[config.mk]
export PLATFORM = sky130hd
export DESIGN_NAME = exe_cmd_queue
export DESIGN_NICKNAME = d
export VERILOG_FILES = /design/src/rtl/exe_pkg.sv /design/src/rtl/exe_cmd_fifo.sv /design/src/rtl/exe_cmd_queue.sv
export SDC_FILE = /design/constraint.sdc
export NUM_CORES = 1
export LEC_CHECK = 0
export CAP_MARGIN = 20
export CORE_MARGIN = 3
export CORE_UTILIZATION = 40
export DETAILED_ROUTE_END_ITERATION = 10
export REMOVE_ABC_BUFFERS = 1
export SLEW_MARGIN = 30
export SYNTH_ARGS = -nofsm -noshare
export SYNTH_HDL_FRONTEND = slang
export SYNTH_HIERARCHICAL = 1
export SYNTH_SLANG_ARGS = --single-unit
[constraint.sdc]
create_clock -name i_clk -period 3.1 [get_ports i_clk]
set_input_delay 0.775 -clock i_clk [delete_from_list [all_inputs] [get_ports i_clk]]
set_output_delay 0.775 -clock i_clk [all_outputs]
set_load 0.02 [all_outputs]
[src/rtl/exe_pkg.sv]
// Shared types for the execution command queue: opcodes, controller states
// and the width of the status flags returned by the execution unit.
package exe_pkg;

    localparam int STATUS_W = 4;

    typedef enum logic [1:0] {
        SUB = 2'b00,
        CMP = 2'b01,
        SHF = 2'b10,
        BIT = 2'b11
    } exe_op_e;

    typedef enum logic [1:0] {
        IDLE  = 2'b00,
        DRIVE = 2'b01,
        HOLD  = 2'b10
    } exe_state_e;

endpackage

[src/rtl/exe_cmd_fifo.sv]
// Command FIFO holding {a, b, op} tuples; power-of-two depth so the pointers
// wrap by plain overflow.
module exe_cmd_fifo
    import exe_pkg::*;
#(
    parameter int BITS  = 8,
    parameter int DEPTH = 4
) (
    input  logic                         i_clk,
    input  logic                         i_rst,
    input  logic                         i_push,
    input  logic [BITS-1:0]              i_a,
    input  logic [BITS-1:0]              i_b,
    input  logic [1:0]                   i_op,
    input  logic                         i_pop,
    output logic [BITS-1:0]              o_a,
    output logic [BITS-1:0]              o_b,
    output logic [1:0]                   o_op,
    output logic [$clog2(DEPTH+1)-1:0]   o_count,
    output logic                         o_ready
);

    localparam int PTR_W = $clog2(DEPTH);
    localparam int CNT_W = $clog2(DEPTH + 1);
    localparam logic [CNT_W-1:0] FULL_COUNT = CNT_W'(DEPTH);

    logic [BITS-1:0]  mem_a_q  [DEPTH];
    logic [BITS-1:0]  mem_a_d  [DEPTH];
    logic [BITS-1:0]  mem_b_q  [DEPTH];
    logic [BITS-1:0]  mem_b_d  [DEPTH];
    exe_op_e          mem_op_q [DEPTH];
    exe_op_e          mem_op_d [DEPTH];
    logic [PTR_W-1:0] wr_ptr_q, wr_ptr_d;
    logic [PTR_W-1:0] rd_ptr_q, rd_ptr_d;
    logic [CNT_W-1:0] count_q, count_d;
    logic             do_push;
    logic             do_pop;

    // Pushes are gated by the registered fullness, so a full queue ignores i_push.
    always_comb begin
        mem_a_d  = mem_a_q;
        mem_b_d  = mem_b_q;
        mem_op_d = mem_op_q;
        wr_ptr_d = wr_ptr_q;
        rd_ptr_d = rd_ptr_q;
        count_d  = count_q;
        do_push  = i_push && (count_q < FULL_COUNT);
        do_pop   = i_pop && (count_q != '0);

        if (do_push) begin
            mem_a_d[wr_ptr_q]  = i_a;
            mem_b_d[wr_ptr_q]  = i_b;
            mem_op_d[wr_ptr_q] = exe_op_e'(i_op);
            wr_ptr_d           = wr_ptr_q + PTR_W'(1);
        end

        if (do_pop) begin
            rd_ptr_d = rd_ptr_q + PTR_W'(1);
        end

        case ({do_push, do_pop})
            2'b10:   count_d = count_q + CNT_W'(1);
            2'b01:   count_d = count_q - CNT_W'(1);
            default: count_d = count_q;
        endcase
    end

    always_ff @(posedge i_clk) begin
        if (!i_rst) begin
            for (int i = 0; i < DEPTH; i++) begin
                mem_a_q[i]  <= '0;
                mem_b_q[i]  <= '0;
                mem_op_q[i] <= SUB;
            end
            wr_ptr_q <= '0;
            rd_ptr_q <= '0;
            count_q  <= '0;
        end else begin
            mem_a_q  <= mem_a_d;
            mem_b_q  <= mem_b_d;
            mem_op_q <= mem_op_d;
            wr_ptr_q <= wr_ptr_d;
            rd_ptr_q <= rd_ptr_d;
            count_q  <= count_d;
        end
    end

    assign o_a     = mem_a_q[rd_ptr_q];
    assign o_b     = mem_b_q[rd_ptr_q];
    assign o_op    = mem_op_q[rd_ptr_q];
    assign o_count = count_q;
    assign o_ready = (count_q < FULL_COUNT);

endmodule

[src/rtl/exe_cmd_queue.sv]
// Queues commands for exe_unit_w6, issues one at a time, waits LAT clocks for
// the unit's answer and holds the captured result until it is accepted.
module exe_cmd_queue
    import exe_pkg::*;
#(
    parameter int BITS  = 8,
    parameter int DEPTH = 4,
    parameter int LAT   = 1
) (
    input  logic                         i_clk,
    input  logic                         i_rst,
    input  logic [BITS-1:0]              in_a,
    input  logic [BITS-1:0]              in_b,
    input  logic [1:0]                   i_op,
    input  logic                         i_valid,
    output logic                         o_ready,
    output logic [BITS-1:0]              o_a,
    output logic [BITS-1:0]              o_b,
    output logic [1:0]                   o_op,
    input  logic [BITS-1:0]              i_res,
    input  logic [STATUS_W-1:0]          i_status,
    output logic [BITS-1:0]              o_res,
    output logic [STATUS_W-1:0]          o_status,
    output logic                         o_res_valid,
    input  logic                         i_res_ready,
    output logic [$clog2(DEPTH+1)-1:0]   o_count
);

    localparam int LAT_W = $clog2(LAT + 2);
    localparam logic [LAT_W-1:0] LAT_INIT = LAT_W'(LAT);

    logic [BITS-1:0]            head_a;
    logic [BITS-1:0]            head_b;
    logic [1:0]                 head_op;
    logic [$clog2(DEPTH+1)-1:0] fifo_count;
    logic                       fifo_ready;
    logic                       has_cmd;
    logic                       pop_cmd;

    exe_state_e           state_q, state_d;
    logic [BITS-1:0]      a_q, a_d;
    logic [BITS-1:0]      b_q, b_d;
    exe_op_e              op_q, op_d;
    logic [LAT_W-1:0]     lat_q, lat_d;
    logic [BITS-1:0]      res_q, res_d;
    logic [STATUS_W-1:0]  status_q, status_d;
    logic                 valid_q, valid_d;

    exe_cmd_fifo #(
        .BITS  (BITS),
        .DEPTH (DEPTH)
    ) u_fifo (
        .i_clk   (i_clk),
        .i_rst   (i_rst),
        .i_push  (i_valid),
        .i_a     (in_a),
        .i_b     (in_b),
        .i_op    (i_op),
        .i_pop   (pop_cmd),
        .o_a     (head_a),
        .o_b     (head_b),
        .o_op    (head_op),
        .o_count (fifo_count),
        .o_ready (fifo_ready)
    );

    assign has_cmd = (fifo_count != '0);

    // Issuing a command is shared by IDLE and by an accepted HOLD, which lets
    // results stream back-to-back without an idle cycle in between.
    always_comb begin
        state_d  = state_q;
        a_d      = a_q;
        b_d      = b_q;
        op_d     = op_q;
        lat_d    = lat_q;
        res_d    = res_q;
        status_d = status_q;
        valid_d  = valid_q;
        pop_cmd  = 1'b0;

        case (state_q)
            IDLE: begin
                pop_cmd = has_cmd;
            end
            DRIVE: begin
                if (lat_q == '0) begin
                    res_d    = i_res;
                    status_d = i_status;
                    valid_d  = 1'b1;
                    state_d  = HOLD;
                end else begin
                    lat_d = lat_q - LAT_W'(1);
                end
            end
            HOLD: begin
                if (i_res_ready) begin
                    valid_d = 1'b0;
                    state_d = IDLE;
                    pop_cmd = has_cmd;
                end
            end
            default: begin
                state_d = IDLE;
            end
        endcase

        if (pop_cmd) begin
            a_d     = head_a;
            b_d     = head_b;
            op_d    = exe_op_e'(head_op);
            lat_d   = LAT_INIT;
            state_d = DRIVE;
        end
    end

    always_ff @(posedge i_clk) begin
        if (!i_rst) begin
            state_q  <= IDLE;
            a_q      <= '0;
            b_q      <= '0;
            op_q     <= SUB;
            lat_q    <= '0;
            res_q    <= '0;
            status_q <= '0;
            valid_q  <= 1'b0;
        end else begin
            state_q  <= state_d;
            a_q      <= a_d;
            b_q      <= b_d;
            op_q     <= op_d;
            lat_q    <= lat_d;
            res_q    <= res_d;
            status_q <= status_d;
            valid_q  <= valid_d;
        end
    end

    assign o_ready     = fifo_ready;
    assign o_count     = fifo_count;
    assign o_a         = a_q;
    assign o_b         = b_q;
    assign o_op        = op_q;
    assign o_res       = res_q;
    assign o_status    = status_q;
    assign o_res_valid = valid_q;

endmodule

Word-level counts from Yosys, hierarchy flattened
Index checks and enable logic that the tools add are counted.
W data, S select, Z words.
{ "op_classes": {"addsub": 5, "mul": 0, "div_mod_pow": 0, "n_lt_le_gt_ge": 4, "n_eq_ne": 10, "shift": 0, "muxes": 29, "bitwise": 5, "n_reduce_logical": 16} }
{ "op_table": {"columns": ["op", "n"], "rows": [
  ["$bwmux W32", 2],
  ["$mux W8", 5],
  ["$bmux W8 S2", 2],
  ["$demux W8 S2", 1],
  ["$mux W2", 5],
  ["$reduce_and A3 Y1", 3],
  ["$bwmux W8", 1],
  ["$mux W1", 7],
  ["$ge A3 B3 Y1 const B", 2],
  ["$ne A3 B2 Y1 const B", 2],
  ["$not A2 Y3", 2],
  ["$pmux W2 S3", 1],
  ["$pmux W3 S2", 1],
  ["$reduce_and A2 Y1", 3],
  ["$reduce_bool A2 Y1", 3],
  ["$add A2 B1 Y2 const B", 2],
  ["$bmux W2 S2", 1],
  ["$demux W2 S2", 1],
  ["$eq A2 B1 Y1 const B", 2],
  ["$eq A2 B2 Y1 const B", 2],
  ["$logic_not A2 Y1", 2],
  ["$ne A2 B1 Y1 const B", 2],
  ["$ne A2 B2 Y1 const B", 2],
  ["$pmux W1 S2", 2],
  ["9 further kinds", 13]
]} }
{ "word_totals": {"ff_bits": 114, "latchBits": 0, "mem_bits_rw": 0, "romBits": 0, "inputBits": 34, "output_inout_bits": 35, "wordCells": 94, "n_memories": 0} }

Longest topological paths before layout
Gate-level depths: netlist of the first run.
{ "depth": {"ltp_word": 6, "mapped_depth": 10, "ltp_nobuf": 9} }

Modules after synthesis
Netlist of the first run, hierarchy kept.
{ "modules_own_cells": {"columns": ["module", "n_inst", "cells_each", "area_per_inst_um2", "seq_area_each_um2"], "rows": [
  ["exe_cmd_fifo", 1, 380, 3806.2, 1581.5],
  ["exe_cmd_queue", 1, 156, 1418.9, 700.7]
]} }

Least setup slack after synthesis of the first run
Ideal clock, no wire load.
{ "synth_path": {"kind": "input to register", "startpoint": "input port i_res_ready", "endpoint": "register u_fifo.count_q[2], in the netlist u_fifo/o_count[2]", "arrival_time_ns": 2.620, "slack_ns": 0.411, "path_stages": 10, "path_cell_list": "nor2b_4 > nor3_2 > buf_6 > o31a_1 > ha_1 > inv_1 > fa_1 > xor2_1 > or3_1 > a21boi_1"} }
{ "synth_via": {"elab_chain_len": 5, "word_cells_on_any_way": 7, "classes_between": "eq/ne: 2; mux: 3; reduce/logical: 2"} }
{ "synth_rtl": {"columns": ["item", "line", "rtl"], "rows": [
  ["start: declaration", "exe_cmd_queue.sv:25", "input logic i_res_ready,"],
  ["$mux W1 *", "exe_cmd_queue.sv:97", "if (i_res_ready) begin"],
  ["$pmux W1 S2 *", "exe_cmd_queue.sv:82", "case (state_q)"],
  ["net pop_cmd", "exe_cmd_queue.sv:38", "logic pop_cmd;"],
  ["$logic_and A1 B1 Y1 *", "exe_cmd_fifo.sv:48", "do_pop = i_pop && (count_q != '0);"],
  ["net u_fifo.do_pop", "exe_cmd_fifo.sv:37", "logic do_pop;"],
  ["$eq A2 B1 Y1 / $eq A2 B2 Y1 (equally long branches)", "exe_cmd_fifo.sv:61", "case ({do_push, do_pop})"],
  ["$pmux W3 S2 / $reduce_bool A2 Y1 (equally long branches)", null, null],
  ["end signal: assignment", "exe_cmd_fifo.sv:84", "count_q <= count_d;"],
  ["end: declaration", "exe_cmd_fifo.sv:35", "logic [CNT_W-1:0] count_q, count_d;"]
]} }
The timed path passes the listed nets; every way through them passes the cells marked *.
A chain may end at the register's enable or synchronous reset.

Worst setup path in the final report of the first run
{ "layout_path": {"startpoint": "input port i_res_ready", "endpoint": "register u_fifo.count_q[2], in the netlist u_fifo/o_count[2]"} }
{ "layout_via": {"elab_chain_len": 5, "word_cells_on_any_way": 7, "classes_between": "eq/ne: 2; mux: 3; reduce/logical: 2"} }
{ "layout_rtl": {"columns": ["item", "line"], "rows": [
  ["$mux W1 *", "exe_cmd_queue.sv:97"],
  ["$pmux W1 S2 *", "exe_cmd_queue.sv:82"],
  ["$logic_and A1 B1 Y1 *", "exe_cmd_fifo.sv:48"],
  ["net u_fifo.do_pop", "exe_cmd_fifo.sv:37"],
  ["$eq A2 B1 Y1 / $eq A2 B2 Y1 (equally long branches)", "exe_cmd_fifo.sv:61"],
  ["$pmux W3 S2 / $reduce_bool A2 Y1 (equally long branches)", null]
]} }
Marked as above.

==> impl_metrics.toml, run 1 <==
[finish]
n_fill_cell = 1187
fin_nets = 639
regArea_sq_um = 2282
utilization_pct = 51.77
multiInputGateArea_sq_um = 2625
insertedDiodeCount = 0
layout-drive-gt1-share_pct = 18.20
areaGrowthSynthToFinish_pct = 25.55
stdcell_area_sq_um = 6560

[logic_synthesis]
post_synth.cell_area_avg_sq_um = 9.748
yosysWarnings = 6
synth.lib_cells_used.distinct = 38
yosys.area_share.adder_pct = 1.820
synth.cell_area_sq_um = 5225
synth_seq_area_share_pct = 43.68
synth-compound-area-share_pct = 16.31
synth.mux.area_fraction_pct = 11.40
synth-xor-area-share_pct = 1.006
synth_cells = 536
largest_family_of_logic_cells_by_synthesized_area = "simple AND/OR/NAND/NOR gates"
synth-simple-area-share_pct = 19.59
postSynthRegisterBits = 114

[placed_design]
place_ws_ns = 0.06432
placed_cell_area_sq_um = 5911
gp_congestion = 0.7105
detailedPlacementHpwl_um = 7042
port_buffers = 68

[route]
route.met3.wl_um = 577
routed-wl-met2_um = 5338
dr.first_iter.drc_count = 140
wl_per_cell_um = 14.57
routed-via-count = 3787
met1_length_um = 5327
detail_route.drc_violations = 0
detail-route-antenna-nets = 0
drt_wl_total_um = 11390
vias_per_cell = 4.843
route.top_layer_used = "met4"
drtPass1Iterations = 5

[grt]
grt_pass1_wl_um = 18550
first_global_vias = 3706
grt_max_degree = 69
grt_overflow = 0
antenna_found_initial = 0
gr-usage-all-layers_pct = 16.42

[floorplanning]
die_width_um = 120.3
top_level_ports = 69
number_of_rows_created_at_floorplan = 41
initial_utilization_pct = 41.24
placeableCoreArea_sq_um = 12670
dieHeight_um = 120.3
design.die.area_sq_um = 14470

[timing]
setup-tns-final_ns = 0
worst_slack_ns = 0.4847
crit_path_time_final_ns = 2.615
max_slew.worst_pin.slew_ns = 0.5800
post-route-period-util_pct = 84.37
timing.fmax_mhz = 382.4
timing_hold_violations_final = 0
finalSetupViolCount = 0
rsz_0062_raised_after_global_routing = "no"
max_slew_margin_pct = 61.28
fin_skew_ns = 0.005992
timing.final.max_slew_violations = 0

[critical_path]
worst_path_max_delay_cell = "sky130_fd_sc_hd__clkdlybuf4s50_1"
worstPathRequired_ns = 3.44
data_arrival_time_of_the_worst_path_ns = 2.95
crit_path_cell_trace = "clkdlybuf4s50_1 -> nor2b_4 -> nor3_4 -> o31a_1 -> ha_1 -> inv_1 -> fa_1 -> xor2_1 -> or3_1 -> a21boi_1"
worstSetupEndpointType = "register"
worst_path_largest_cell_delay_ns = 0.55
worst-path-max-fanout = 3
critPathLaunchType = "input port"
critPathKind = "in -> reg"

[cts]
post_cts_resize_count = 0
cts.clk_slew.worst_paths_ns = 0.05
tritoncts = "done"
number_of_clock_buffers_inserted_by_tritoncts = 17
cts-hold-fix-buffers = 0
clk_root_buffer_cell = "sky130_fd_sc_hd__clkbuf_16"
clock-sinks = 114
ctsHtreeMaxLevel = 4
cts.path.max_buffers = 2
insertion_delay_ns = 0.41
cts_setup_buffers = 0

[hold_path]
min-delay-path-class = "reg -> reg"

[flow_run]
cap_violations = 0

[pwr]
cellLeakagePower_nw = 2.299
pwrdens_nw_per_um2 = 797.2
irDropWorstVdd_mv = 0.3880

[outcome]
status = "finished, final reports clean"
==> cells by family after synthesis <==
logic type,Yosys count
mux,37
xor+xnor,6
simple gates,232
flops,114
fa+ha+maj,7
compound gates,95
buf+inv,45
==> final timing paths <==
path	startpoint	endpoint	slack, ns	cells past startpoint
worst max-delay path	i_res_ready	u_fifo/o_count[2]$_SDFFE_PN0P_	0.48	10
worst min-delay path	o_status[0]$_SDFFE_PN0P_	o_status[0]$_SDFFE_PN0P_	0.45	2
worst min register to register	o_status[0]$_SDFFE_PN0P_	o_status[0]$_SDFFE_PN0P_	0.45	2
worst max register to register	u_fifo/o_count[2]$_SDFFE_PN0P_	u_fifo/o_count[2]$_SDFFE_PN0P_	0.57	9
==> synth_stat cells (all sizes together) <==
cell,n,area [sq um]
mux4,18,405.4
o311ai,1,26.28
clkbuf,11,71.32
nor2,4,15.01
a2bb2oi,1,8.760
dfxtp,114,2282
and2,4,25.02
a21oi,14,70.07
mux2i,19,190.2
xor2,1,8.760
fa,1,20.02
nand2,205,769.5
or3,1,6.260
xnor2,5,43.79
o31a,1,8.760
o21a,2,15.01
and3b,5,45.04
nand3b,5,87.59
ha,6,75.07
inv,10,37.54
nor2b,4,35.03
o21ai,2,10.01
nor3b,1,18.77
nand2b,1,6.260
nor3,2,15.01
a2111oi,1,15.01
a21boi,73,698.2
buf,24,215.2
==> cell type report <==
cell class / instances / share of cell area, %
clock buffer: 20 / 7.114
sequential: 114 / 34.79
clock inverter: 11 / 2.785
multi-input combinational: 377 / 40.02
tap: 172 / 3.281
inverter: 10 / 0.5722
timing repair buffer: 78 / 11.44
==> critical path, delay by kind of cell <==
kind / cells / cell delay [ns]
buf+inv: 2 / 0.61
compound gates: 2 / 0.36
fa+ha+maj: 2 / 0.56
xor+xnor: 1 / 0.16
simple gates: 3 / 0.49
==> state kept, by name (all words and copies together) (netlist names), 3 cells and up <==
signal,cells
u_fifo/mem_a_q,32
o_status,4
u_fifo/o_count,3
o_res,8
o_a,8
u_fifo/mem_b_q,32
o_b,8
u_fifo/mem_op_q,8
==> cells in the final DEF, fill, tap and decap left out, drive strengths merged <==
cell type,n
fa,1
nand3b,5
clkinvlp,1
nor2,4
nor2b,4
and2,4
a2bb2oi,1
xnor2,5
xor2,1
nand2,205
nor3,2
buf,11
mux4,18
a2111oi,1
dfxtp,114
a21oi,14
mux2i,19
and3b,5
o21a,2
o21ai,2
clkbuf,20
or3,1
clkdlybuf4s50,67
o311ai,1
a21boi,73
nor3b,1
inv,10
ha,6
nand2b,1
bufinv,5
o31a,1
clkinv,5
==> metal layers <==
metal	vias up	track usage (%)
met4	0	6.161
met1	1780	20.38
met3	15	4.630
met2	84	27.26
li1	1908	-
met5	-	0
==> report_power, final <==
group          switching, mW  internal (mW)  leakage [nW]
Sequential             0.136           1.66         0.925
Combinational          0.701          0.603          1.05
Clock                  0.657           1.48         0.321
Total                   1.49           3.74          2.30
==> through the flow <==
| stage | hold slack (ns) | instances | power, mW |
|---|---|---|---|
| 5_1_grt | 0.4720 | 782 | 5.469 |
| 4_1_cts | 0.4550 | 782 | 5.294 |
| 3_3_place_gp | 0.4434 | 751 | 3.113 |
| 6_report | 0.4503 | 782 | 5.230 |
| 2_1_floorplan | 0.4402 | 501 | 2.644 |
| 3_5_place_dp | 0.4465 | 751 | 3.142 |
No activity file was read; power rests on OpenSTA's default activity.
==> run 2: changes to the inputs <==
==> constraint.sdc (replaced) <==
create_clock -name i_clk -period 2.13 [get_ports i_clk]
set_input_delay 0.5325 -clock i_clk [delete_from_list [all_inputs] [get_ports i_clk]]
set_output_delay 0.5325 -clock i_clk [all_outputs]
set_load 0.02 [all_outputs]
==> run 2 against run 1 <==
  * Sequential power rose by 44%
  * Routed wire length rose by 5.8%
  * Global-route usage increased by 1.0 points
  * Critical endpoint unchanged
==> impl_metrics.toml, run 2 (same netlist as run 1, synthesis figures left out) <==
[placed_design]
place_ws_ns = -0.6296
dpl.cell_count = 760
port_buffers = 68
gp_congestion = 0.7163
detailedPlacementHpwl_um = 7432

[cts]
clock-sinks = 114
insertion_delay_ns = 0.40
cts_setup_buffers = 0
tritoncts = "done"
number_of_clock_buffers_inserted_by_tritoncts = 17
ctsHtreeMaxLevel = 4
clk_root_buffer_cell = "sky130_fd_sc_hd__clkbuf_16"
cts.path.max_buffers = 2
cts.clk_slew.worst_paths_ns = 0.05
cts-hold-fix-buffers = 0

[finish]
regArea_sq_um = 2283
fin_nets = 648
n_fill_cell = 1186
final_cell_mix = "sky130_fd_sc_hd__nand2_1, sky130_fd_sc_hd__dfxtp_1, sky130_fd_sc_hd__clkdlybuf4s50_1"
insertedDiodeCount = 0
areaGrowthSynthToFinish_pct = 27.42
multiInputGateArea_sq_um = 2625
largest_registers = "u_fifo/mem_a_q x32, u_fifo/mem_b_q x32"
layout-drive-gt1-share_pct = 19.39
layout.cells.non_filler = 791
commonest_non_fill_non_tap_cell_in_the_layout = "sky130_fd_sc_hd__nand2_1"

[route]
detail_route.drc_violations = 0
dr.first_iter.drc_count = 146
vias_per_cell = 4.949
drtPass1Iterations = 4
routed-via-count = 3915
detail-route-antenna-nets = 0
drt_wl_total_um = 12050
wl_per_cell_um = 15.24

[pwr]
p_total_mw = 7.512
combinationalPowerShare_pct = 27.7
cellLeakagePower_nw = 2.340
pwrdens_nw_per_um2 = 1128
switch_pwr_mw = 2.209
seq_power_share_pct = 34.2
irDropWorstVdd_mv = 0.4559
p_int_mw = 5.303
switching_share_pct = 29.41
power.clock.fraction_pct = 38.1

[critical_path]
critPathLaunchType = "input port"
critPathKind = "in -> reg"
worst-path-max-fanout = 3
worstSetupEndpointType = "register"
worstPathRequired_ns = 2.46
data_arrival_time_of_the_worst_path_ns = 2.42

[floorplanning]
initial_utilization_pct = 41.24
placeableCoreArea_sq_um = 12670
top_level_ports = 69
design.die.area_sq_um = 14470
die_width_um = 120.3
number_of_rows_created_at_floorplan = 41
dieHeight_um = 120.3

[timing]
crit_path_time_final_ns = 2.084
whs_ns = 0.4530
max_slew.worst_pin.slew_ns = 0.5407
setup-tns-final_ns = 0
finalSetupViolCount = 0
post-route-period-util_pct = 97.84
max_slew_margin_pct = 63.90
fin_skew_ns = 0.007519
timing.final.max_slew_violations = 0
rsz_0062_raised_after_global_routing = "yes"
timing_hold_violations_final = 0
worst_slack_ns = 0.04607
timing.fmax_mhz = 479.9

[grt]
first_global_vias = 4018
antenna_found_initial = 0
gr-usage-all-layers_pct = 17.44
grt_pass1_wl_um = 19880
grt_max_degree = 52
grt_overflow = 0

[hold_path]
min-delay-path-class = "reg -> reg"

[flow_run]
cap_violations = 0

[outcome]
status = "finished, final reports clean"
## run 2: through the flow
| stage | instance area [sq um] | util (%) |
|---|---|---|
| global route | 6658 | 52.54 |
| global placement | 6053 | 47.77 |
| detailed placement | 6053 | 47.77 |
| finish | 6658 | 52.54 |
| CTS | 6654 | 52.51 |
| floorplan | 4938 | - |
## run 2: timing repair
item	in CTS	in global routing
pin swaps	0	0
endpoints found under the setup margin	2	2
resized for setup	2	2
## run 2: area by class of cell
type,count,share of cell area [%]
inverter,10,0.5638
sequential,114,34.30
multi-input combinational,377,39.43
clock buffer,21,7.066
tap,172,3.232
timing repair buffer,87,13.42
clock inverter,10,1.992
## run 2: final timing paths
kind	start	to	slack, ns	cells past startpoint
max reg2reg	u_fifo/o_count[1]$_SDFFE_PN0P_	u_fifo/o_count[2]$_SDFFE_PN0P_	0.07	9
min reg2reg	o_status[2]$_SDFFE_PN0P_	o_status[2]$_SDFFE_PN0P_	0.45	2
min	o_status[2]$_SDFFE_PN0P_	o_status[2]$_SDFFE_PN0P_	0.45	2
max	i_res_ready	u_fifo/o_count[2]$_SDFFE_PN0P_	0.05	10
## run 2: layer usage
metal / global-route usage (%) / share of wire (%) / vias up
met5: 0 / 0 / -
met4: 4.674 / 1.0 / 0
met3: 5.332 / 6.5 / 10
met2: 30.24 / 49 / 123
met1: 21.09 / 43 / 1853
li1: - / - / 1929
## run 2: power by group through the flow
stage               clock network [mW]  logic, mW  registers (mW)
floorplan                            0       1.05            2.80
global placement                     0       2.07            2.59
detailed placement                   0       2.11            2.61
CTS                               2.93       2.12            2.57
global route                      3.02       2.26            2.60
finish                            2.86       2.08            2.57
## run 2: critical path, stage by stage
cell and delay [ns]:
sky130_fd_sc_hd__dlygate4sd2_1 0.29, sky130_fd_sc_hd__nor2b_4 0.06, sky130_fd_sc_hd__nor3_4 0.11, sky130_fd_sc_hd__o31a_1 0.18, sky130_fd_sc_hd__ha_1 0.17, sky130_fd_sc_hd__inv_1 0.05, sky130_fd_sc_hd__fa_1 0.37, sky130_fd_sc_hd__xor2_1 0.16
sky130_fd_sc_hd__or3_1 0.32, sky130_fd_sc_hd__a21boi_1 0.16
==> run 3: changes to the inputs <==
==> constraint.sdc (replaced) <==
create_clock -name i_clk -period 2.13 [get_ports i_clk]
set_input_delay 0.5325 -clock i_clk [delete_from_list [all_inputs] [get_ports i_clk]]
set_output_delay 0.5325 -clock i_clk [all_outputs]
set_load 0.05 [all_outputs]
==> run 3 against run 2 <==
  * Global-route usage decreased by 0.20 points
  * First-iteration DRC count increased by 8.9%
  * Clock skew decreased by 0.0025 ns
  * Sequential power about the same
  * Design area decreased by 0.28%
  * Count of clock-buffer cells in the layout increased by 7
  * Register-to-register slack improved by 0.05 ns
  * Total power increased by 1.7%
  * Via count increased by 0.20%
  * Worst setup slack improved by 0.0038 ns
  * Highest routed layer unchanged
  * Core utilization decreased by 0.15 points
==> impl_metrics.toml, run 3 (same netlist as run 1, synthesis figures left out) <==
[outcome]
status = "finished, final reports clean"

[cts]
insertion_delay_ns = 0.41
ctsHtreeMaxLevel = 4
clock-sinks = 114
cts.path.max_buffers = 2
clk_root_buffer_cell = "sky130_fd_sc_hd__clkbuf_16"
cts-hold-fix-buffers = 0
cts.clk_slew.worst_paths_ns = 0.05
tritoncts = "done"
number_of_clock_buffers_inserted_by_tritoncts = 17

[pwr]
p_int_mw = 5.174
power.clock.fraction_pct = 35.3
cellLeakagePower_nw = 2.420
combinationalPowerShare_pct = 31.2
irDropWorstVdd_mv = 0.4478
switching_share_pct = 32.29
pwrdens_nw_per_um2 = 1151
switch_pwr_mw = 2.467
seq_power_share_pct = 33.5

[placed_design]
gp_congestion = 0.7189
detailedPlacementHpwl_um = 7370
place_ws_ns = -0.6225
placed_cell_area_sq_um = 6051
port_buffers = 68

[route]
detail_route.drc_violations = 0
routed-via-count = 3923
detail-route-antenna-nets = 0
drt_wl_total_um = 11930
dr.first_iter.drc_count = 159
vias_per_cell = 4.947
wl_per_cell_um = 15.05
drtPass1Iterations = 4

[finish]
stdcell_area_sq_um = 6639
n_fill_cell = 1182
layout-drive-gt1-share_pct = 20.29
commonest_non_fill_non_tap_cell_in_the_layout = "sky130_fd_sc_hd__nand2_1"
fin_nets = 649
largest_registers = "u_fifo/mem_a_q x32, u_fifo/mem_b_q x32"
areaGrowthSynthToFinish_pct = 27.06
final_cell_mix = "sky130_fd_sc_hd__nand2_1, sky130_fd_sc_hd__dfxtp_1, sky130_fd_sc_hd__clkdlybuf4s50_1"
insertedDiodeCount = 0
utilization_pct = 52.39

[critical_path]
worstPathRequired_ns = 1.60
data_arrival_time_of_the_worst_path_ns = 1.55
worst-path-max-fanout = 2
r2r_end = "u_fifo/o_count[2]$_SDFFE_PN0P_"
worstSetupEndpointType = "primary output"
critPathKind = "reg -> out"
critPathLaunchType = "register"
worst_path_max_delay_cell = "sky130_fd_sc_hd__clkdlybuf4s50_1"
bufs_and_invs_on_worst_path = 1
r2r-start = "state_q[1]$_SDFFE_PP0P_"
critical-path-top-delay-family = "buffers and inverters"
ff2ff_path_depth = 9
crit_path_cell_trace = "clkdlybuf4s50_1"
reg2reg_setup_slack_ns = 0.12
worst_path_largest_cell_delay_ns = 0.81

[floorplanning]
top_level_ports = 69
number_of_rows_created_at_floorplan = 41
die_width_um = 120.3
dieHeight_um = 120.3
placeableCoreArea_sq_um = 12670
initial_utilization_pct = 41.24
design.die.area_sq_um = 14470

[timing]
rsz_0062_raised_after_global_routing = "no"
timing.fmax_mhz = 480.7
timing_hold_violations_final = 0
worst_slack_ns = 0.04987
timing.final.max_slew_violations = 0
fin_skew_ns = 0.005043
post-route-period-util_pct = 97.66
max_slew.worst_pin.slew_ns = 0.5527
finalSetupViolCount = 0
crit_path_time_final_ns = 2.080
whs_ns = 0.4506
max_slew_margin_pct = 63.11

[grt]
top_usage_layer = "met2"
antenna_found_initial = 0
first_global_vias = 3905
grt_max_degree = 52
grt_use_met2_pct = 28.80
grt_overflow = 0
gr-usage-all-layers_pct = 17.24
grt_pass1_wl_um = 19380
global_route.usage.met3_pct = 4.911
global_route_met1_utilization_pct = 21.10

[hold_path]
min_to = "o_a[1]$_SDFFE_PN0P_"
hold-path-cell-count = 2
min-delay-path-class = "reg -> reg"
launch_point_of_the_worst_hold_path = "o_a[1]$_SDFFE_PN0P_"

[flow_run]
cap_violations = 0
-- run 3: cell types whose count changed in the layout (fill, tap and decap cells not counted), moves of 2 or more --
cell                              previous run  this run
sky130_fd_sc_hd__bufinv_16                   3         1
sky130_fd_sc_hd__clkbuf_1                    1         5
sky130_fd_sc_hd__dlymetal6s2s_1              1         4
sky130_fd_sc_hd__clkinvlp_4                  3         0
sky130_fd_sc_hd__clkbuf_8                    3         6
sky130_fd_sc_hd__buf_4                      13        19
sky130_fd_sc_hd__clkdlybuf4s50_1            64        55
-- run 3: power by group through the flow --
stage / clock (mW) / sequential, mW / combinational [mW]
2_1_floorplan: 0 / 3.08 / 1.07
3_3_place_gp: 0 / 2.59 / 2.37
3_5_place_dp: 0 / 2.61 / 2.41
4_1_cts: 2.76 / 2.56 / 2.41
6_report: 2.70 / 2.56 / 2.38
5_1_grt: 2.85 / 2.59 / 2.57
-- run 3: through the flow --
stage | power [mW] | instances | TNS, ns
after floorplan | 4.146 | 501 | -16.46
after global placement | 4.967 | 760 | -1.100
after detailed placement | 5.018 | 760 | -1.282
after CTS | 7.738 | 792 | 0
after global routing | 8.014 | 793 | 0
final | 7.640 | 793 | 0
-- run 3: what timing repair did --
item,CTS,global route
setup buffers,0,1
endpoints found under the setup margin,2,5
gates resized for setup,2,8
pin swaps,0,2
-- run 3: layer usage --
| metal | vias to the layer above | share of wire [%] |
|---|---|---|
| met4 | 0 | 1.1 |
| met3 | 13 | 6.9 |
| met1 | 1859 | 45 |
| met5 | - | 0 |
| met2 | 119 | 47 |
| li1 | 1932 | - |
-- run 3: how the worst max path moves through the flow --
stage	from	end	depth (start not counted)
final	o_res[5]$_SDFFE_PN0P_	o_res[5]	1
after global routing	o_res[6]$_SDFFE_PN0P_	o_res[6]	1
after CTS	o_a[0]$_SDFFE_PN0P_	o_a[0]	1
after detailed placement	i_res_ready	u_fifo/o_count[2]$_SDFFE_PN0P_	10
after global placement	i_res_ready	u_fifo/o_count[2]$_SDFFE_PN0P_	10
after floorplan	u_fifo/o_count[2]$_SDFFE_PN0P_	u_fifo/o_count[2]$_SDFFE_PN0P_	9
-- run 3: final cells by class --
cell class | count | area [sq um] | share of cell area, %
Clock buffer | 28 | 526.8 | 7.934
Clock inverter | 4 | 45.04 | 0.6785
Inverter | 10 | 37.54 | 0.5654
Multi-Input combinational cell | 377 | 2630 | 39.62
Sequential cell | 114 | 2282 | 34.38
Tap cell | 172 | 215.2 | 3.242
Timing Repair Buffer | 88 | 902.1 | 13.59
==> edit 1: new RTL, settings of run 2 <==
`BITS` is set to 8 in 2 places; all go to 10.
--- a/src/rtl/exe_cmd_fifo.sv
+++ b/src/rtl/exe_cmd_fifo.sv
@@ -3,7 +3,7 @@
 module exe_cmd_fifo
     import exe_pkg::*;
 #(
-    parameter int BITS  = 8,
+    parameter int BITS  = 10,
     parameter int DEPTH = 4
 ) (
     input  logic                         i_clk,
--- a/src/rtl/exe_cmd_queue.sv
+++ b/src/rtl/exe_cmd_queue.sv
@@ -3,7 +3,7 @@
 module exe_cmd_queue
     import exe_pkg::*;
 #(
-    parameter int BITS  = 8,
+    parameter int BITS  = 10,
     parameter int DEPTH = 4,
     parameter int LAT   = 1
 ) (
Ports: changed (6 resized); port bits go from 69 to 81. No check against the original RTL was run, so the function may have changed too.
==> edit 1 against run 2 <==
- die area grew 13%
- largest cell class unchanged
- sequential cell count grew 22
- routed wire length grew 15%
- sequential share of layout area grew 1.4 points
- global-route usage grew 0.12 points
- cell count grew 17%
- area after synthesis grew 14%
- worst setup slack gained 0.0036 ns
- synthesized cell count grew 19%
- first-iteration DRC count grew 71%
- total power grew 15%
- via count grew 16%
- final area grew 15%
- clock power grew 15%
- critical path type unchanged
==> edit 1: results (changes against run 2) <==
| Metric | Value |
|---|---|
| CP max FO | `2 (was 3)` |
| Number of clock buffer instances in the layout | `19 (was 21)` |
| Clock Sinks | `136 (was 114)` |
| Post-CTS sizing | `5 (was 2)` |
| Number of antenna repair diodes | `0 (unchanged)` |
| Non-clock buffer share | `0.1477 (was 0.1342)` |
| Part of the Yosys area used for sequential elements | `0.4585 (was 0.4368)` |
| Clock tree skew after final layout | `0.008277 ns (was 0.007519 ns)` |
| Nets@finish | `777 (was 648)` |
| Dominant cells by area after synthesis | `dfxtp_1 (46%), nand2_1 (16%), a21boi_0 (10%) (was dfxtp_1 (44%), nand2_1 (15%), a21boi_2 (8.6%))` |
| LEAKAGE | `0.002716 uW (was 0.002340 uW)` |
| Detail Placement HPWL | `9.194 mm (was 7.432 mm)` |
| Port bufs | `80 (was 68)` |
| Status | `finished, final reports clean (unchanged)` |
| Top flip-flop cell by instance count after synthesis | `dfxtp_1 (unchanged)` |
| Layout cell share with drive strength beyond 1 | `0.1373 (was 0.1939)` |
| Tot GR Track Use | `0.1756 (was 0.1744)` |
| Syn. warnings | `6 (unchanged)` |
| Largest registers | `u_fifo/mem_a_q (40), u_fifo/mem_b_q (40) (was u_fifo/mem_a_q (32), u_fifo/mem_b_q (32))` |
| Pre-CTS setup slack | `-0.6983 ns (was -0.6296 ns)` |
| Iteration-0 DRC count of the detailed router | `250 (was 146)` |
| Total via count after detailed routing | `4542 (was 3915)` |
| Latest clock arrival within the worst-skew pair | `0.42 ns (was 0.40 ns)` |
| Multi-input gate share of total cell area | `0.3737 (was 0.3943)` |
| Fill count | `1317 (was 1186)` |
| Top cells by instance count after synthesis | `nand2_1 (249), dfxtp_1 (136), a21boi_0 (82), mux2i_1 (23), mux4_2 (22) (was nand2_1 (205), dfxtp_1 (114), a21boi_2 (40), a21boi_0 (32), mux2i_1 (19))` |
| Number of global-route vias before repair | `4630 (was 4018)` |
| Clock tree cell share of total cell area | `0.08753 (was 0.09058)` |
| Switching fraction of total power | `0.2856 (was 0.2941)` |
| Pin count of the biggest net entering global routing | `72 (was 52)` |
| Number of detailed-routing iterations run before antenna repair | `4 (unchanged)` |
| Number of unique standard cell types used by synthesis | `39 (was 38)` |
| Number of multi-input logic gates | `447 (was 377)` |
| Number of signal-net buffers in the layout | `118 (was 87)` |
| Slew at the pin closest to its max-slew limit | `0.5631 ns (was 0.5407 ns)` |
| Post-CTS setup buffers | `1 (was 0)` |
| Sequential cell area | `2723 um2 (was 2283 um2)` |
| Wire length of the first global-routing pass | `22.67 mm (was 19.88 mm)` |
| Last weighted congestion value of the routability-driven placer | `0.7615 (was 0.7163)` |
| Peak supply drop | `0.0006328 V (was 0.0004559 V)` |
| Routed WL per cell | `15.00 um (was 15.24 um)` |
edit 1: logic make-up after synthesis:
group / after synthesis / synth area share
compound gates: 113 / 0.1386
xor+xnor: 6 / 0.008849
fa+ha+maj: 7 / 0.01601
buf+inv: 55 / 0.06490
flops: 136 / 0.4585
mux: 45 / 0.1222
simple gates: 276 / 0.1909
edit 1: worst paths after layout:
| path | slack (ns) | depth (start not counted) | endpoint | startpoint |
|---|---|---|---|---|
| worst max-delay path | 0.05 | 10 | u_fifo/o_count[2] | i_res_ready |
| worst min-delay path | 0.45 | 2 | u_fifo/mem_b_q[36] | u_fifo/mem_b_q[36] |
| worst max register to register | 0.10 | 9 | u_fifo/o_count[2] | u_fifo/o_count[2] |
| worst min register to register | 0.45 | 2 | u_fifo/mem_b_q[36] | u_fifo/mem_b_q[36] |
edit 1: power groups by stage:
stage               sequential [uW]  combinational (uW)  clock, uW
finish                         3030                2310       3300
global placement               3070                2260          0
floorplan                      3300                1090          0
detailed placement             3090                2310          0
CTS                            3040                2350       3360
global route                   3070                2520       3460
edit 1: metrics by stage:
step           std cells    util  cell area [um2]
2_1_floorplan        593       -             5590
3_3_place_gp         890  0.4883             6935
3_5_place_dp         890  0.4883             6935
4_1_cts              923  0.5368             7625
5_1_grt              923  0.5374             7634
6_report             923  0.5374             7634
edit 1: layer usage:
metal,routed length (um),vias up,track usage
met4,147,0,0.05993
met3,683,7,0.05000
li1,-,2300,-
met5,0,-,0
met2,7152,91,0.3044
met1,5865,2144,0.2085
edit 1: critical path, cell delays in order:
cell and delay (ns):
dlygate4sd2_1 0.21, and2b_2 0.23, nor3_4 0.13, o31a_2 0.21, ha_4 0.14, inv_1 0.05, fa_2 0.33, xor2_1 0.15
or3_1 0.31, a21boi_1 0.14
==> edit 2: new RTL, flow settings as in run 2 <==
Without the edit above. Re-encode `exe_state_e` (3 states) as one-hot, 3 bits wide.
--- a/src/rtl/exe_pkg.sv
+++ b/src/rtl/exe_pkg.sv
@@ -11,10 +11,10 @@
         BIT = 2'b11
     } exe_op_e;
 
-    typedef enum logic [1:0] {
-        IDLE  = 2'b00,
-        DRIVE = 2'b01,
-        HOLD  = 2'b10
+    typedef enum logic [2:0] {
+        IDLE  = 3'b001,
+        DRIVE = 3'b010,
+        HOLD  = 3'b100
     } exe_state_e;
 
 endpackage
Behaviour: same outputs for any inputs over 10 cycles, from zero or initial values and one cycle with i_rst low; not proved beyond that.
==> edit 2 against run 2 <==
- the flow now finishes with violations (negative setup slack)
- critical path depth is the same
- worst hold slack lost 0.0012 ns
- routed wire length grew 1.2%
- worst setup slack lost 0.11 ns
- final area grew 3.0%
- sequential cell count grew 1
- total power shrank 1.3%
- synthesized cell count grew 1.7%
- area after synthesis grew 1.5%
- critical path type is now reg2reg
- largest cell class unchanged
==> edit 2: results (changes against run 2) <==
| Metric | Value |
|---|---|
| CP max FO | `4 (was 3)` |
| Beginning of the worst hold path | `o_b[5] (was o_status[2])` |
| Post-synthesis compound-gate area fraction | `0.1697 (was 0.1631)` |
| Met2 layer usage reported by global route | `0.3105 (was 0.3024)` |
| R2R cell count | `10 (was 9)` |
| Met3 global-route usage | `0.05594 (was 0.05332)` |
| Status | `complete, but fails checks (was finished, final reports clean)` |
| Adder-cell area share of the yosys netlist | `0.01794 (was 0.01820)` |
| Latest clock arrival within the worst-skew pair | `0.42 ns (was 0.40 ns)` |
| Top cells by instance count after synthesis | `nand2_1 (206), dfxtp_1 (115), a21boi_2 (40), a21boi_0 (32), mux2i_1 (19) (was nand2_1 (205), dfxtp_1 (114), a21boi_2 (40), a21boi_0 (32), mux2i_1 (19))` |
| Number of antenna repair diodes | `0 (unchanged)` |
| Met1 Resource Use GR | `0.2047 (was 0.2109)` |
| Slew at the pin closest to its max-slew limit | `0.5414 ns (was 0.5407 ns)` |
| Crit Reg-Reg Startpoint | `state_q[0] (was u_fifo/o_count[1])` |
| Wire length of the first global-routing pass | `20.13 mm (was 19.88 mm)` |
| Share of the synthesized netlist area taken by xor and xnor gates | `0.009913 (was 0.01006)` |
| Pre-CTS setup slack | `-0.7149 ns (was -0.6296 ns)` |
| Clock tree skew after final layout | `0.008909 ns (was 0.007519 ns)` |
| Instance count along the most critical hold path | `2 (unchanged)` |
| Tot GR Track Use | `0.1784 (was 0.1744)` |
| Number of H-tree levels | `4 (unchanged)` |
| Detail Placement HPWL | `7.921 mm (was 7.432 mm)` |
| Largest registers | `u_fifo/mem_a_q (32), u_fifo/mem_b_q (32) (unchanged)` |
| Iteration-0 DRC count of the detailed router | `195 (was 146)` |
| Category of the critical setup timing path | `reg2reg (was in2reg)` |
| Number of unique standard cell types used by synthesis | `41 (was 38)` |
| Total via count after detailed routing | `4035 (was 3915)` |
| Last weighted congestion value of the routability-driven placer | `0.7577 (was 0.7163)` |
| Port bufs | `68 (unchanged)` |
| Failing checks | `negative setup slack` |
| Share of synthesized area spent on multiplexers | `0.1123 (was 0.1140)` |
| Dominant cells by area after synthesis | `dfxtp_1 (43%), nand2_1 (15%), a21boi_2 (8.5%) (was dfxtp_1 (44%), nand2_1 (15%), a21boi_2 (8.6%))` |
| Nets@finish | `672 (was 648)` |
| LEAKAGE | `0.002414 uW (was 0.002340 uW)` |
| Initial antenna violation count | `0 (unchanged)` |
| Part of the Yosys area used for sequential elements | `0.4343 (was 0.4368)` |
| CTS root buffer | `clkbuf_16 (unchanged)` |
| Crit path DAT | `2.54 ns (was 2.42 ns)` |
| Layout cell share with drive strength beyond 1 | `0.2220 (was 0.1939)` |
| Final setup viols | `1 (was 0)` |
| Pin count of the biggest net entering global routing | `67 (was 52)` |
| Setup ws final | `-0.06537 ns (was 0.04607 ns)` |
| Final hold viol count | `0 (unchanged)` |
| Peak supply drop | `0.0006102 V (was 0.0004559 V)` |
| Routed WL per cell | `14.95 um (was 15.24 um)` |
-- edit 2: cell types whose count changed after synthesis, sizes merged, moves of 2 or more --
cell,run 2,this run
a211oi,0,3
a21oi,14,12
nand2b,1,4
nor2,4,1
o21ai,2,4
-- edit 2: path summary, 6_finish.rpt --
| kind | endpoint | slack [ns] |
|---|---|---|
| worst max register to register | u_fifo/o_count[2] | -0.07 |
| worst min-delay path | o_b[5] | 0.45 |
| worst min register to register | o_b[5] | 0.45 |
| worst max-delay path | u_fifo/o_count[2] | -0.07 |
-- edit 2: cell families after synthesis --
| logic type | Yosys count |
|---|---|
| buffers and inverters | 47 |
| flip-flops | 115 |
| AO/OA/AOI/OAI | 100 |
| adder cells (fa/ha/maj) | 7 |
| AND/OR/NAND/NOR | 233 |
| XOR/XNOR | 6 |
| multiplexers | 37 |
-- edit 2: critical path, stage by stage (launching register included) --
cell and delay, ns:
dfxtp_4 0.35, buf_4 0.11, nand2b_4 0.06, a211oi_4 0.25, o31a_1 0.20, ha_2 0.19, inv_1 0.05, fa_2 0.33
xor2_1 0.15, or3_1 0.31, a21boi_1 0.12
-- edit 2: metal layers --
layer | vias up | part of all wire
met5 | - | 0
met4 | 0 | 0.015
met3 | 14 | 0.052
met2 | 83 | 0.50
met1 | 1943 | 0.43
li1 | 1995 | -
-- edit 2: per-stage QoR --
step / utilization / cells / hold WS, ns / instance area, um2 / setup TNS [ns]
floorplan: - / 508 / 0.4402 / 5039 / -3.507
global placement: 0.4848 / 778 / 0.4420 / 6192 / -1.616
detailed placement: 0.4848 / 778 / 0.4477 / 6192 / -1.728
CTS: 0.5356 / 814 / 0.4551 / 6842 / -0.02955
global route: 0.5370 / 816 / 0.4654 / 6859 / -0.2658
finish: 0.5370 / 816 / 0.4518 / 6859 / -0.06537
-- edit 2: where the power goes --
group	switching [uW]	internal, uW	total, uW
logic	1040	970	2010
clock network	1050	1840	2890
registers	130	2390	2520
-- edit 2: timing repair --
item,in CTS,in global routing
cloned,0,0
resized for setup,8,1
pin swaps,3,1
setup buffers,4,2
setup endpoints to repair,3,3
hold buffers,0,0
-- edit 2: layout make-up --
type                       instances  area (um2)
fill                            1155        5914
clock buffer                      17       425.4
inverter                          10       37.54
clock inverter                    15       183.9
multi-input combinational        383        2704
sequential                       115        2310
tap                              172       215.2
timing repair buffer             104       983.4
